### config.mk
export PLATFORM = sky130hd
export DESIGN_NAME = fpf_cac_seq_encoder
export DESIGN_NICKNAME = d
export VERILOG_FILES = /design/src/rtl/fns_pkg.sv /design/src/rtl/fpf_bit_decide.sv /design/src/rtl/fpf_cac_seq_encoder.sv
export SDC_FILE = /design/constraint.sdc
export NUM_CORES = 1
export LEC_CHECK = 0
export ABC_CLOCK_PERIOD_IN_PS = 5600
export BUFFER_PORTS_ARGS = -buffer_cell sky130_fd_sc_hd__buf_4
export CORE_ASPECT_RATIO = 0.9
export CORE_MARGIN = 5
export CORE_UTILIZATION = 61
export DETAILED_ROUTE_END_ITERATION = 10
export PLACE_DENSITY = 0.85
export SKIP_LAST_GASP = 1
export SYNTH_ARGS = -nofsm -noshare
export SYNTH_HDL_FRONTEND = slang
export SYNTH_SLANG_ARGS = --single-unit
### constraint.sdc
create_clock -name clock -period 5.6 [get_ports clock]
set_input_delay 0.28 -clock clock [delete_from_list [all_inputs] [get_ports clock]]
set_output_delay 0.28 -clock clock [all_outputs]
set_load 0.005 [all_outputs]
### src/rtl/fns_pkg.sv
// Shared definitions for the FNS-based forbidden-pattern-free encoder family:
// state encoding and the Fibonacci helpers used to size and weight the wires.
package fns_pkg;

    typedef enum logic [1:0] {
        IDLE,
        ENC,
        HOLD
    } fpf_state_t;

    localparam int FPF_MIN_WIRES = 3;
    localparam int FPF_MAX_WIRES = 40;

    // fib(0)=0, fib(1)=fib(2)=1; fib(42) still fits a signed int.
    function automatic int fib(int n);
        int a;
        int b;
        int t;
        a = 0;
        b = 1;
        for (int i = 0; i < n; i++) begin
            t = a + b;
            a = b;
            b = t;
        end
        return a;
    endfunction

    function automatic int fpf_data_w(int n);
        return $clog2(fib(n + 2));
    endfunction

endpackage

### src/rtl/fpf_bit_decide.sv
// Combinational decision for one wire of the 3C-free FNS code: chooses the wire bit,
// the residue left for the lower wires and whether the next wire must repeat this one.
module fpf_bit_decide
    import fns_pkg::*;
#(
    parameter int N_WIRES = 23,
    parameter int DATA_W  = fpf_data_w(N_WIRES),
    parameter int K_W     = $clog2(N_WIRES)
) (
    input  logic [DATA_W-1:0] r_i,
    input  logic [K_W-1:0]    k_i,
    input  logic              prev_i,
    input  logic              forced_i,
    output logic              d_o,
    output logic [DATA_W-1:0] nextR_o,
    output logic              nextForced_o
);

    // weightTab[k] = fib(k+1) is the wire weight; riseTab[k] = fib(k+2) is the
    // stricter threshold for a 0->1 step, which also pays for the forced repeat below it.
    logic [DATA_W-1:0] weightTab [N_WIRES];
    logic [DATA_W-1:0] riseTab   [N_WIRES];
    logic              kNonZero;

    for (genvar g = 0; g < N_WIRES; g++) begin : g_tab
        assign weightTab[g] = DATA_W'(fib(g + 1));
        assign riseTab[g]   = DATA_W'(fib(g + 2));
    end

    assign kNonZero = (k_i != '0);

    always_comb begin
        d_o          = 1'b0;
        nextForced_o = 1'b0;
        if (forced_i) begin
            d_o = prev_i;
        end else if (!prev_i) begin
            d_o          = (r_i >= riseTab[k_i]);
            nextForced_o = d_o && kNonZero;
        end else begin
            d_o          = (r_i >= weightTab[k_i]);
            nextForced_o = !d_o && kNonZero;
        end
        nextR_o = d_o ? (r_i - weightTab[k_i]) : r_i;
    end

endmodule

### src/rtl/fpf_cac_seq_encoder.sv
// Bit-serial 3C-free CAC encoder: decides one TSV wire per cycle MSB first into a shadow
// register and only drives the TSV bus once the whole codeword is known.
module fpf_cac_seq_encoder
    import fns_pkg::*;
#(
    parameter int  N_WIRES = 23,
    localparam int DATA_W  = fpf_data_w(N_WIRES)
) (
    input  logic               clock,
    input  logic               reset_n,
    input  logic               in_valid,
    output logic               in_ready,
    input  logic [DATA_W-1:0]  in_data,
    output logic               out_valid,
    input  logic               out_ready,
    output logic [N_WIRES-1:0] tsv,
    output logic               range_err
);

    localparam int              K_W        = $clog2(N_WIRES);
    localparam logic [K_W-1:0]  K_TOP      = K_W'(N_WIRES - 1);
    localparam logic [DATA_W:0] CODE_LIMIT = (DATA_W + 1)'(fib(N_WIRES + 2));

    fpf_state_t         state_q;
    logic [K_W-1:0]     k_q;
    logic [DATA_W-1:0]  residue_q;
    logic [DATA_W-1:0]  residue_d;
    logic               prev_q;
    logic               forced_q;
    logic               forced_d;
    logic               bit_d;
    logic [N_WIRES-1:0] shadow_q;
    logic [N_WIRES-1:0] shadow_d;
    logic [N_WIRES-1:0] tsv_q;
    logic               inReady_q;
    logic               outValid_q;
    logic               rangeErr_q;
    logic               inRange;

    fpf_bit_decide #(
        .N_WIRES (N_WIRES),
        .DATA_W  (DATA_W),
        .K_W     (K_W)
    ) u_decide (
        .r_i          (residue_q),
        .k_i          (k_q),
        .prev_i       (prev_q),
        .forced_i     (forced_q),
        .d_o          (bit_d),
        .nextR_o      (residue_d),
        .nextForced_o (forced_d)
    );

    assign inRange = ({1'b0, in_data} < CODE_LIMIT);

    always_comb begin
        shadow_d       = shadow_q;
        shadow_d[k_q]  = bit_d;
    end

    // The last decision is merged straight into tsv so the bus moves exactly once per word.
    always_ff @(posedge clock) begin
        if (!reset_n) begin
            state_q    <= IDLE;
            k_q        <= '0;
            residue_q  <= '0;
            prev_q     <= 1'b0;
            forced_q   <= 1'b0;
            shadow_q   <= '0;
            tsv_q      <= '0;
            inReady_q  <= 1'b1;
            outValid_q <= 1'b0;
            rangeErr_q <= 1'b0;
        end else begin
            unique case (state_q)
                IDLE: begin
                    if (in_valid) begin
                        state_q    <= ENC;
                        inReady_q  <= 1'b0;
                        k_q        <= K_TOP;
                        prev_q     <= 1'b0;
                        forced_q   <= 1'b0;
                        shadow_q   <= '0;
                        residue_q  <= inRange ? in_data : '0;
                        rangeErr_q <= !inRange;
                    end
                end
                ENC: begin
                    shadow_q  <= shadow_d;
                    residue_q <= residue_d;
                    prev_q    <= bit_d;
                    forced_q  <= forced_d;
                    k_q       <= k_q - 1'b1;
                    if (k_q == '0) begin
                        state_q    <= HOLD;
                        tsv_q      <= shadow_d;
                        outValid_q <= 1'b1;
                    end
                end
                HOLD: begin
                    if (out_ready) begin
                        state_q    <= IDLE;
                        outValid_q <= 1'b0;
                        rangeErr_q <= 1'b0;
                        inReady_q  <= 1'b1;
                    end
                end
                default: state_q <= IDLE;
            endcase
        end
    end

    assign in_ready  = inReady_q;
    assign out_valid = outValid_q;
    assign tsv       = tsv_q;
    assign range_err = rangeErr_q;

    // Every legal value must be fully consumed by the time the LSB wire is decided.
    a_residue_empty: assert property (@(posedge clock) disable iff (!reset_n)
        (state_q == ENC && k_q == '0) |-> (residue_d == '0));

endmodule

Yosys cells after proc, flatten, opt, wreduce, memory -nomap -nowiden
Memory sizes are Yosys's and may differ from the RTL's.
Cells that the tools add are included.
W data, S select, Z words.
{"block": "word_totals", "ram_bits": 0, "latchBits": 0, "out_inout_bits": 26, "reg_bits": 75, "inputBits": 21, "n_memories": 2, "rom_bits": 1088}
{"memory": "(no name shown)", "depth": 32, "word_bits": 17, "rd": 1, "rd_clocked_by_memory_dff": 0, "write_ports": 0, "line_no": "fpf_bit_decide.sv:41", "source": "d_o = (r_i >= weightTab[k_i]);"}
{"memory": "(no name shown)", "depth": 32, "word_bits": 17, "rd": 1, "rd_clocked_by_memory_dff": 0, "write_ports": 0, "line_no": "fpf_bit_decide.sv:38", "source": "d_o = (r_i >= riseTab[k_i]);"}
{"block": "classes", "eq_ne": 6, "shifts": 0, "bitwise": 1, "mux": 33, "mul": 0, "reduce_logical": 17, "div_mod_pow": 0, "n_addsub": 2, "n_lt_le_gt_ge": 6}
{"operator": "$mux W17", "n": 7}
{"operator": "$pmux W23 S2", "n": 1}
{"operator": "$ge A17 B17 Y1", "n": 2}
{"operator": "$pmux W17 S2", "n": 1}
{"operator": "$bwmux W23", "n": 1}
{"operator": "$mux W23", "n": 1}
{"operator": "$lt A17 B17 Y1 const B", "n": 1}
{"operator": "$sub A17 B17 Y17", "n": 1}
{"operator": "$reduce_and A3 Y1", "n": 4}
{"operator": "$mux W1", "n": 10}
{"operator": "$pmux W1 S2", "n": 5}
{"operator": "$pmux W5 S2", "n": 1}
{"operator": "$ne A2 B2 Y1 const B", "n": 4}
{"operator": "$ge A6 B6 Y1 const B", "n": 1}
{"operator": "$lt A5 B6 Y1 const B", "n": 1}
{"operator": "$mux W2", "n": 3}
{"operator": "$not A5 Y6", "n": 1}
{"operator": "$pmux W2 S3", "n": 1}
{"operator": "$reduce_bool A2 Y1", "n": 3}
{"operator": "$demux W1 S5", "n": 1}
{"operator": "$ge A5 B1 Y1 const B", "n": 1}
{"operator": "$logic_not A5 Y1", "n": 1}
{"operator": "$mux W5", "n": 1}
{"operator": "$reduce_bool A5 Y1", "n": 1}
{"operator": "7 further kinds", "n": 11}

Depth between registers and ports, before layout
Gate-level depths: netlist of run 1.
{"block": "logic_depth", "word_depth": 10, "depth_mapped": 17, "ltp_nobuf": 17}

By module
From an unflattened synthesis of run 1, not the netlist that was laid out.
{"block": "unflattened", "cells_unflattened": 654, "hier_area_um2": 5310.1}
{"mod": "fpf_cac_seq_encoder", "cells_per_inst": 333, "area_per_inst_um2": 3094.2, "n_inst": 1}
{"mod": "fpf_bit_decide", "cells_per_inst": 321, "area_per_inst_um2": 2215.9, "n_inst": 1}

Worst setup path before layout of run 1
OpenSTA, ideal clock, no wires.
{"block": "synth_timing", "path_type": "flip-flop to flip-flop", "startpoint": "reg k_q[1]", "endpoint": "reg residue_q[14]", "period_less_slack_ps": 3636, "t_arrival_ps": 3510, "path_stages_with_launch": 17, "path_buffers": 0, "setup_slack_ps": 1964, "path_cell_list": "dfxtp_1 -> inv_1 -> ha_1 -> a21oi_1 -> a21oi_1 -> nor2_1 -> a21oi_1 -> ha_1 -> inv_1 -> fa_1 -> a21oi_1 -> o22ai_1 -> o41a_1 -> a41o_1 -> o41ai_1 -> xor2_1 -> o211ai_1"}
{"block": "synth_between", "elab_chain_len": 9, "word_cells_on_any_way": 16, "classes_between": "add/sub (1); order compare (2); eq/ne (1); mux (8); bitwise (1); reduce/logical (1); memory (2)"}
{"item": "start: declaration", "line_no": "fpf_cac_seq_encoder.sv:25", "source": "logic [K_W-1:0] k_q;"}
{"item": "start signal: assignment", "line_no": "fpf_cac_seq_encoder.sv:93", "source": "k_q <= k_q - 1'b1;"}
{"item": "$not A5 Y6 (not written as such) (*)", "line_no": "fpf_bit_decide.sv:38, fpf_bit_decide.sv:41, fpf_bit_decide.sv:44"}
{"item": "$mem_v2 Z32 W17 (on tied branches)"}
{"item": "$mux W17 (on tied branches) (2 in a row)", "line_no": "fpf_bit_decide.sv:38, fpf_bit_decide.sv:44"}
{"item": "$ge A17 B17 Y1 (on tied branches)", "line_no": "fpf_bit_decide.sv:38, fpf_bit_decide.sv:41"}
{"item": "$mux W1", "line_no": "fpf_bit_decide.sv:37", "source": "end else if (!prev_i) begin"}
{"item": "$mux W1", "line_no": "fpf_bit_decide.sv:35", "source": "if (forced_i) begin"}
{"item": "$ne A2 B2 Y1 (no source line)"}
{"item": "$reduce_and A3 Y1 (no source line)"}
{"item": "end signal: assignment", "line_no": "fpf_cac_seq_encoder.sv:84", "source": "residue_q <= inRange ? in_data : '0;"}
{"item": "end signal: assignment", "line_no": "fpf_cac_seq_encoder.sv:90", "source": "residue_q <= residue_d;"}
{"item": "end: declaration", "line_no": "fpf_cac_seq_encoder.sv:26", "source": "logic [DATA_W-1:0] residue_q;"}
Every way passes the cells marked *; elsewhere a longest branch is shown, timed or not. The select of a mux whose other input is x is not followed.
A chain may end at the register's enable or synchronous reset.

Final worst setup path of run 1
Same ends and word-level chain as after synthesis.

==> results of run 1 <==
[kinds of logic (layout without fill, tap and decap cells)]
| kind of cell | after synthesis | after routing | synth area share |
|---|---|---|---|
| and+or+nand+nor | 232 | 232 | 0.208 |
| adders and majority gates | 46 | 46 | 0.112 |
| buffers and inverters | 62 | 89 | 0.0477 |
| muxes | 4 | 4 | 0.00790 |
| AOI/OAI and AO/OA | 267 | 267 | 0.328 |
| xor gates and xnor gates | 8 | 8 | 0.0134 |
| DFF | 74 | 74 | 0.284 |
[state kept, by name (all words and copies together), names as in the netlist]
name / count
forced_q: 1
in_ready: 1
k_q: 5
out_valid: 1
prev_q: 1
range_err: 1
residue_q: 17
shadow_q: 22
state_q: 2
tsv: 23
[layer usage]
layer	routed length, um	vias to the layer above	GRT usage	share of wire
met2	7230	329	0.458	0.45
met3	1650	42	0.0628	0.10
li1	-	2610	-	-
met4	276	0	0.0718	0.017
met1	6790	2634	0.434	0.43
met5	0	-	0	0
[layout make-up]
cell class              count  area share
multi-input cells         557       0.603
flip-flops and latches     74       0.255
repair buffers             53      0.0686
well taps                 119      0.0257
clock buffers               9      0.0214
clock inverters             7      0.0129
inverters                  20      0.0129
[where the power goes]
part | internal, mW | switching (mW)
Clock | 0.209 | 0.232
Sequential | 0.596 | 0.0777
Combinational | 0.546 | 0.843
[metrics by stage]
| step | utilization | cell area, um^2 | hold WS [ns] | setup WS, ns | power (mW) |
|---|---|---|---|---|---|
| floorplan | - | 5230 | 0.423 | 1.96 | 1.69 |
| global placement | 0.663 | 5600 | 0.437 | 1.54 | 1.96 |
| detailed placement | 0.663 | 5600 | 0.446 | 1.37 | 2.02 |
| CTS | 0.687 | 5800 | 0.230 | 1.34 | 2.46 |
| global route | 0.687 | 5800 | 0.274 | 0.877 | 2.67 |
| finish | 0.687 | 5800 | 0.244 | 1.21 | 2.50 |
[tightest hold or removal path, stage by stage]
cell and delay, ns:
buf_4 0.09, a32oi_1 0.07, a21oi_1 0.13
[how the worst min path moves through the flow]
stage | start | endpoint | slack, ns
final | in_data[11] | residue_q[11] | 0.24
after global routing | in_data[14] | residue_q[14] | 0.27
after CTS | in_data[11] | residue_q[11] | 0.23
after detailed placement | shadow_q[20] | shadow_q[20] | 0.45
after global placement | shadow_q[20] | shadow_q[20] | 0.44
after floorplan | shadow_q[20] | shadow_q[20] | 0.42
[placed cells by master (no fill, tap or decap), types with 6 or more instances in the layout]
master    synthesis  final
nor2b_1          14     14
dfxtp_1          74     74
or3_1             6      6
a22o_1           13     13
o21ai_0          81     81
a21oi_1          72     72
ha_1             45     45
clkbuf_8          0      9
o211ai_1          7      7
nor2_1           62     62
a21o_1           10     10
nand2b_1          9      9
a211oi_1         13     13
nand3_1          16     16
nand2_1          68     68
a31oi_1          11     11
nor3_1           31     30
or2_2             7      7
buf_4             0     53
inv_1            19     19
==> results_dict.tcl, run 1 <==
set metrics [dict create \
    yosys-top-cells-area "dfxtp_1 (28%), ha_1 (11%), o21ai_0 (7.8%)" \
    layout.area.seq_um2 1480 \
    cp_slowest_cell "dfxtp_1" \
    grt_max_degree 44 \
    die_w_um 108 \
    maxCapViolCount 0 \
    ys_seq_elements 74 \
    startpoint_type "register" \
    syn_area_per_cell_um2 7.54 \
    yosysWarnings 0 \
    core_area_um2 8450 \
    min_path_cells 3 \
    initial_core_util 0.618 \
    final_hold_viol_count 0 \
    critPathLaunch "k_q[1]" \
    routedWlPerCell_um 19.0 \
    antenna_left 0 \
    synth_async_sr_flop_share 0 \
    dp_cells 823 \
    drv_slew 0 \
    pwr_density_cell_nw_per_um2 432 \
    nNetsFinal 782 \
    syn_area_um2 5230 \
    synth_cell_types 72 \
    clock_latency_ns 0.37 \
    fmax_mhz 228 \
    status "complete, no violations" \
    synth-edff-count 0 \
    grt_pass1_vias 5124 \
    critPathCaptureType "register" \
    ir_drop_v 0.000296 \
    worst-path-stages 16 \
    cts.repair.resized 0 \
    syn2layout_area_growth_pct 11.0 \
    instances_no_fill 839 \
    leakage_nw 2.36 \
    postCtsSetupRepairBufs 0 \
    cpPeakStageDelay_ns 0.60 \
    layout-drive-gt1-share 0.119 \
    routabilityCongestion 1.01 \
    timing.slew.headroom 0.315 \
    fp-row-count 32 \
    setup.worst_path.end "residue_q[14]" \
    crit_buf_inv 2 \
    seq_area_frac_synth 0.284 \
    cts_hold_buffers 0 \
    antenna_found_initial 0 \
    synth-main-ff-cell "dfxtp_1" \
    r2r.worst_path.cells 16 \
    cts_tree "built" \
    fin_skew_ns 0.0103 \
    port-buffer-count 46 \
    htree_num_levels 3 \
    cpMostUsedCell "a21oi_1" \
    fillers 746 \
    setup_viol 0 \
    dp_hpwl_um 11400 \
    min_period_ns 4.39 \
    wirelength_um 15900 \
    rsz0062_at_grt "no" \
    track_usage 0.300 \
    arrival_ns 4.64 \
    path_cells "inv_1, ha_1, a21oi_1, a21oi_1, nor2_1, a21oi_1, ha_1, inv_1, fa_1, a21oi_1, o22ai_1, o41a_1, a41o_1, o41ai_1, xor2_1, o211ai_1" \
    yosysMostFrequentCell "o21ai_0" \
    grt_first_pass_wirelength_um 25800 \
    dieArea_um2 10500 \
    rr_startpoint "k_q[1]" \
    timing.critical_path.fanout_max 12 \
    setup_tns_ns 0 \
    timing.rr.end "residue_q[14]" \
    die_y_um 97.8 \
    vias_per_cell 6.69 \
    hp-class "input pin to register" \
    netlist.area_leader.share 0.284 \
    drc 0 \
    multiInputGateArea_um2 3500 \
    worst_slew_pin_slew_ns 1.03 \
    synth_nets 760 \
    reg2reg_slack_ns 1.21 \
    clk_path_buf_depth 2 \
    crit_type "register to register" \
    numClockSinks 74 \
    overflow 0 \
    firstDrtPassIters 7 \
    ioPinCount 47 \
    drt-initial-drc-count 660 \
    vias 5615 \
    cts_buffers 9 \
    synthCells 693 \
    synth_top_cell_by_area "dfxtp_1" \
    crit_family "compound AO/OA/AOI/OAI gates" \
    crit_required_ns 5.84 \
    cts_root_buf "clkbuf_8" \
    fin_crit_sh 0.784 \
    clk_pin_slew_worst_paths_ns 0.09 \
    synthTopCellsByCount "o21ai_0 (81), dfxtp_1 (74), a21oi_1 (72)" \
    diodes 0 \
]
Power figures use the tool's default switching activity.
==> run 2: changes to the inputs <==
--- a/config.mk
+++ b/config.mk
@@ -5,13 +5,13 @@
 export SDC_FILE = /design/constraint.sdc
 export NUM_CORES = 1
 export LEC_CHECK = 0
-export ABC_CLOCK_PERIOD_IN_PS = 5600
+export ABC_CLOCK_PERIOD_IN_PS = 3700
 export BUFFER_PORTS_ARGS = -buffer_cell sky130_fd_sc_hd__buf_4
 export CORE_ASPECT_RATIO = 0.9
 export CORE_MARGIN = 5
-export CORE_UTILIZATION = 61
+export CORE_UTILIZATION = 55
 export DETAILED_ROUTE_END_ITERATION = 10
-export PLACE_DENSITY = 0.85
+export PLACE_DENSITY = 0.82
 export SKIP_LAST_GASP = 1
 export SYNTH_ARGS = -nofsm -noshare
 export SYNTH_HDL_FRONTEND = slang
==> constraint.sdc (replaced) <==
create_clock -name clock -period 3.7 [get_ports clock]
set_input_delay 0.185 -clock clock [delete_from_list [all_inputs] [get_ports clock]]
set_output_delay 0.185 -clock clock [all_outputs]
set_load 0.005 [all_outputs]
==> results_dict.tcl, run 2 (synthesis gave the netlist of run 1 again) <==
set metrics [dict create \
    cts_buffers 9 \
    timing.critical_path.fanout_max 13 \
    diodes 0 \
    grt_first_pass_wirelength_um 25700 \
    clock_latency_ns 0.36 \
    setup_viol 0 \
    routabilityCongestion 0.953 \
    htree_num_levels 3 \
    fp-row-count 33 \
    wirelength_um 16200 \
    r2r.worst_path.cells 14 \
    drc 0 \
    drt-initial-drc-count 713 \
    final_cell_mix "o21ai_0 (81), buf_4 (81), dfxtp_1 (73), a21oi_1 (68), nand2_1 (67)" \
    dieArea_um2 11600 \
    startpoint_type "register" \
    setup.worst_path.end "shadow_q[3]" \
    ir_drop_v 0.000375 \
    whs_ns 0.147 \
    critPathCaptureType "register" \
    cp_slowest_cell "a2111oi_4" \
    status "complete, no violations" \
    die_y_um 102 \
    timing.slew.headroom 0.413 \
    die_w_um 113 \
    hp-class "input pin to register" \
    worst-path-stages 14 \
    fin_util 0.668 \
    critPathLaunch "k_q[1]" \
    routedWlPerCell_um 18.6 \
    rsz0062_at_grt "yes" \
    dp_hpwl_um 12000 \
    arrival_ns 3.82 \
    hold_start "in_data[14]" \
    crit_required_ns 3.96 \
    vias 5661 \
    largest_register_ffs 23 \
    syn2layout_area_growth_pct 17.7 \
    clk_path_buf_depth 2 \
    initial_core_util 0.567 \
    port-buffer-count 46 \
    worst_slew_pin_slew_ns 0.869 \
    grt_pass1_vias 5207 \
    maxCapViolCount 0 \
    vias_per_cell 6.49 \
    layout-drive-gt1-share 0.179 \
    cts_root_buf "clkbuf_8" \
    fin_skew_ns 0.00569 \
    ioPinCount 47 \
    antenna_left 0 \
    antenna_found_initial 0 \
    crit_type "register to register" \
    nNetsFinal 812 \
    rr_startpoint "k_q[1]" \
    core_area_um2 9210 \
    leakage_nw 2.51 \
    clk_pin_slew_worst_paths_ns 0.09 \
    track_usage 0.276 \
    timing.rr.end "shadow_q[3]" \
    min_period_ns 3.57 \
    firstDrtPassIters 5 \
    drv_slew 0 \
    cpPeakStageDelay_ns 0.46 \
    crit_buf_inv 3 \
    grt_max_degree 44 \
    fin_crit_sh 0.964 \
    pwr_density_cell_nw_per_um2 658 \
    reg2reg_slack_ns 0.13 \
    cts_tree "built" \
    path_cells "inv_2, ha_1, nand2_2, o211ai_1, ha_1, a21o_1, a21o_1, a2111oi_4, nand4_1, o211ai_1, buf_4, nor2_2, buf_4, a22o_1" \
    overflow 0 \
    cts_hold_buffers 0 \
    fmax_mhz 280 \
    numClockSinks 74 \
    crit_family "compound AO/OA/AOI/OAI gates" \
    final_hold_viol_count 0 \
]
## run 2: cell count changes in the layout (fill, tap and decap cells not counted), moves of 3 or more
cell	previous run	this run
buf_4	53	81
a21oi_1	72	68
a21oi_2	0	4
ha_1	45	41
ha_2	0	3
## run 2: area by class of cell
| class | instances | area, um^2 |
|---|---|---|
| clock inverter | 7 | 85.1 |
| clock buffer | 9 | 124 |
| sequential | 74 | 1480 |
| inverter | 20 | 75.1 |
| timing repair buffer | 83 | 648 |
| fill | 794 | 3060 |
| tap | 122 | 153 |
| multi-input combinational | 557 | 3580 |
## run 2: worst reg2reg max path: stages, from the launching register on
cell and delay, ns:
dfxtp_1 0.38, inv_2 0.10, ha_1 0.29, nand2_2 0.18, o211ai_1 0.16, ha_1 0.41, a21o_1 0.28, a21o_1 0.26
a2111oi_4 0.46, nand4_1 0.17, o211ai_1 0.14, buf_4 0.18, nor2_2 0.04, buf_4 0.20, a22o_1 0.23
## run 2: how the worst min path moves through the flow
stage / depth (start not counted) / to
CTS: 3 / residue_q[14]
global route: 4 / state_q[1]
finish: 3 / residue_q[14]
global placement: 2 / shadow_q[20]
floorplan: 2 / residue_q[14]
detailed placement: 2 / tsv[15]
## run 2: repair_timing
action / in CTS / in global routing
resized for setup: 0 / 22
buffers inserted: 0 / 2
endpoints found under the hold margin: 0 / 0
endpoints found under the setup margin: 0 / 40
## run 2: stage by stage
stage | setup TNS, ns | instance area (um^2) | worst slack [ns] | cells | power, mW
after floorplan | 0 | 5230 | 0.0636 | 693 | 2.56
after global placement | 0 | 5840 | 0.128 | 854 | 3.11
after detailed placement | 0 | 5840 | 0.0485 | 854 | 3.17
after CTS | 0 | 6050 | 0.0214 | 870 | 3.86
after global routing | -0.0345 | 6150 | -0.0345 | 872 | 4.30
final | 0 | 6150 | 0.132 | 872 | 4.04
## run 2: power breakdown
part,internal [mW],leakage [nW],total (mW),switching (mW)
clock network,0.326,0.100,0.683,0.357
registers,0.903,0.604,1.00,0.0972
logic,0.988,1.81,2.36,1.37
total,2.22,2.51,4.04,1.83
## run 2: layer usage
| layer | wire length, um | vias up | part of all wire | GRT usage |
|---|---|---|---|---|
| met4 | 345 | 0 | 0.021 | 0.0887 |
| met1 | 7100 | 2651 | 0.44 | 0.388 |
| met5 | 0 | - | 0 | 0 |
| met2 | 7040 | 302 | 0.44 | 0.419 |
| li1 | - | 2668 | - | - |
| met3 | 1690 | 40 | 0.10 | 0.0639 |
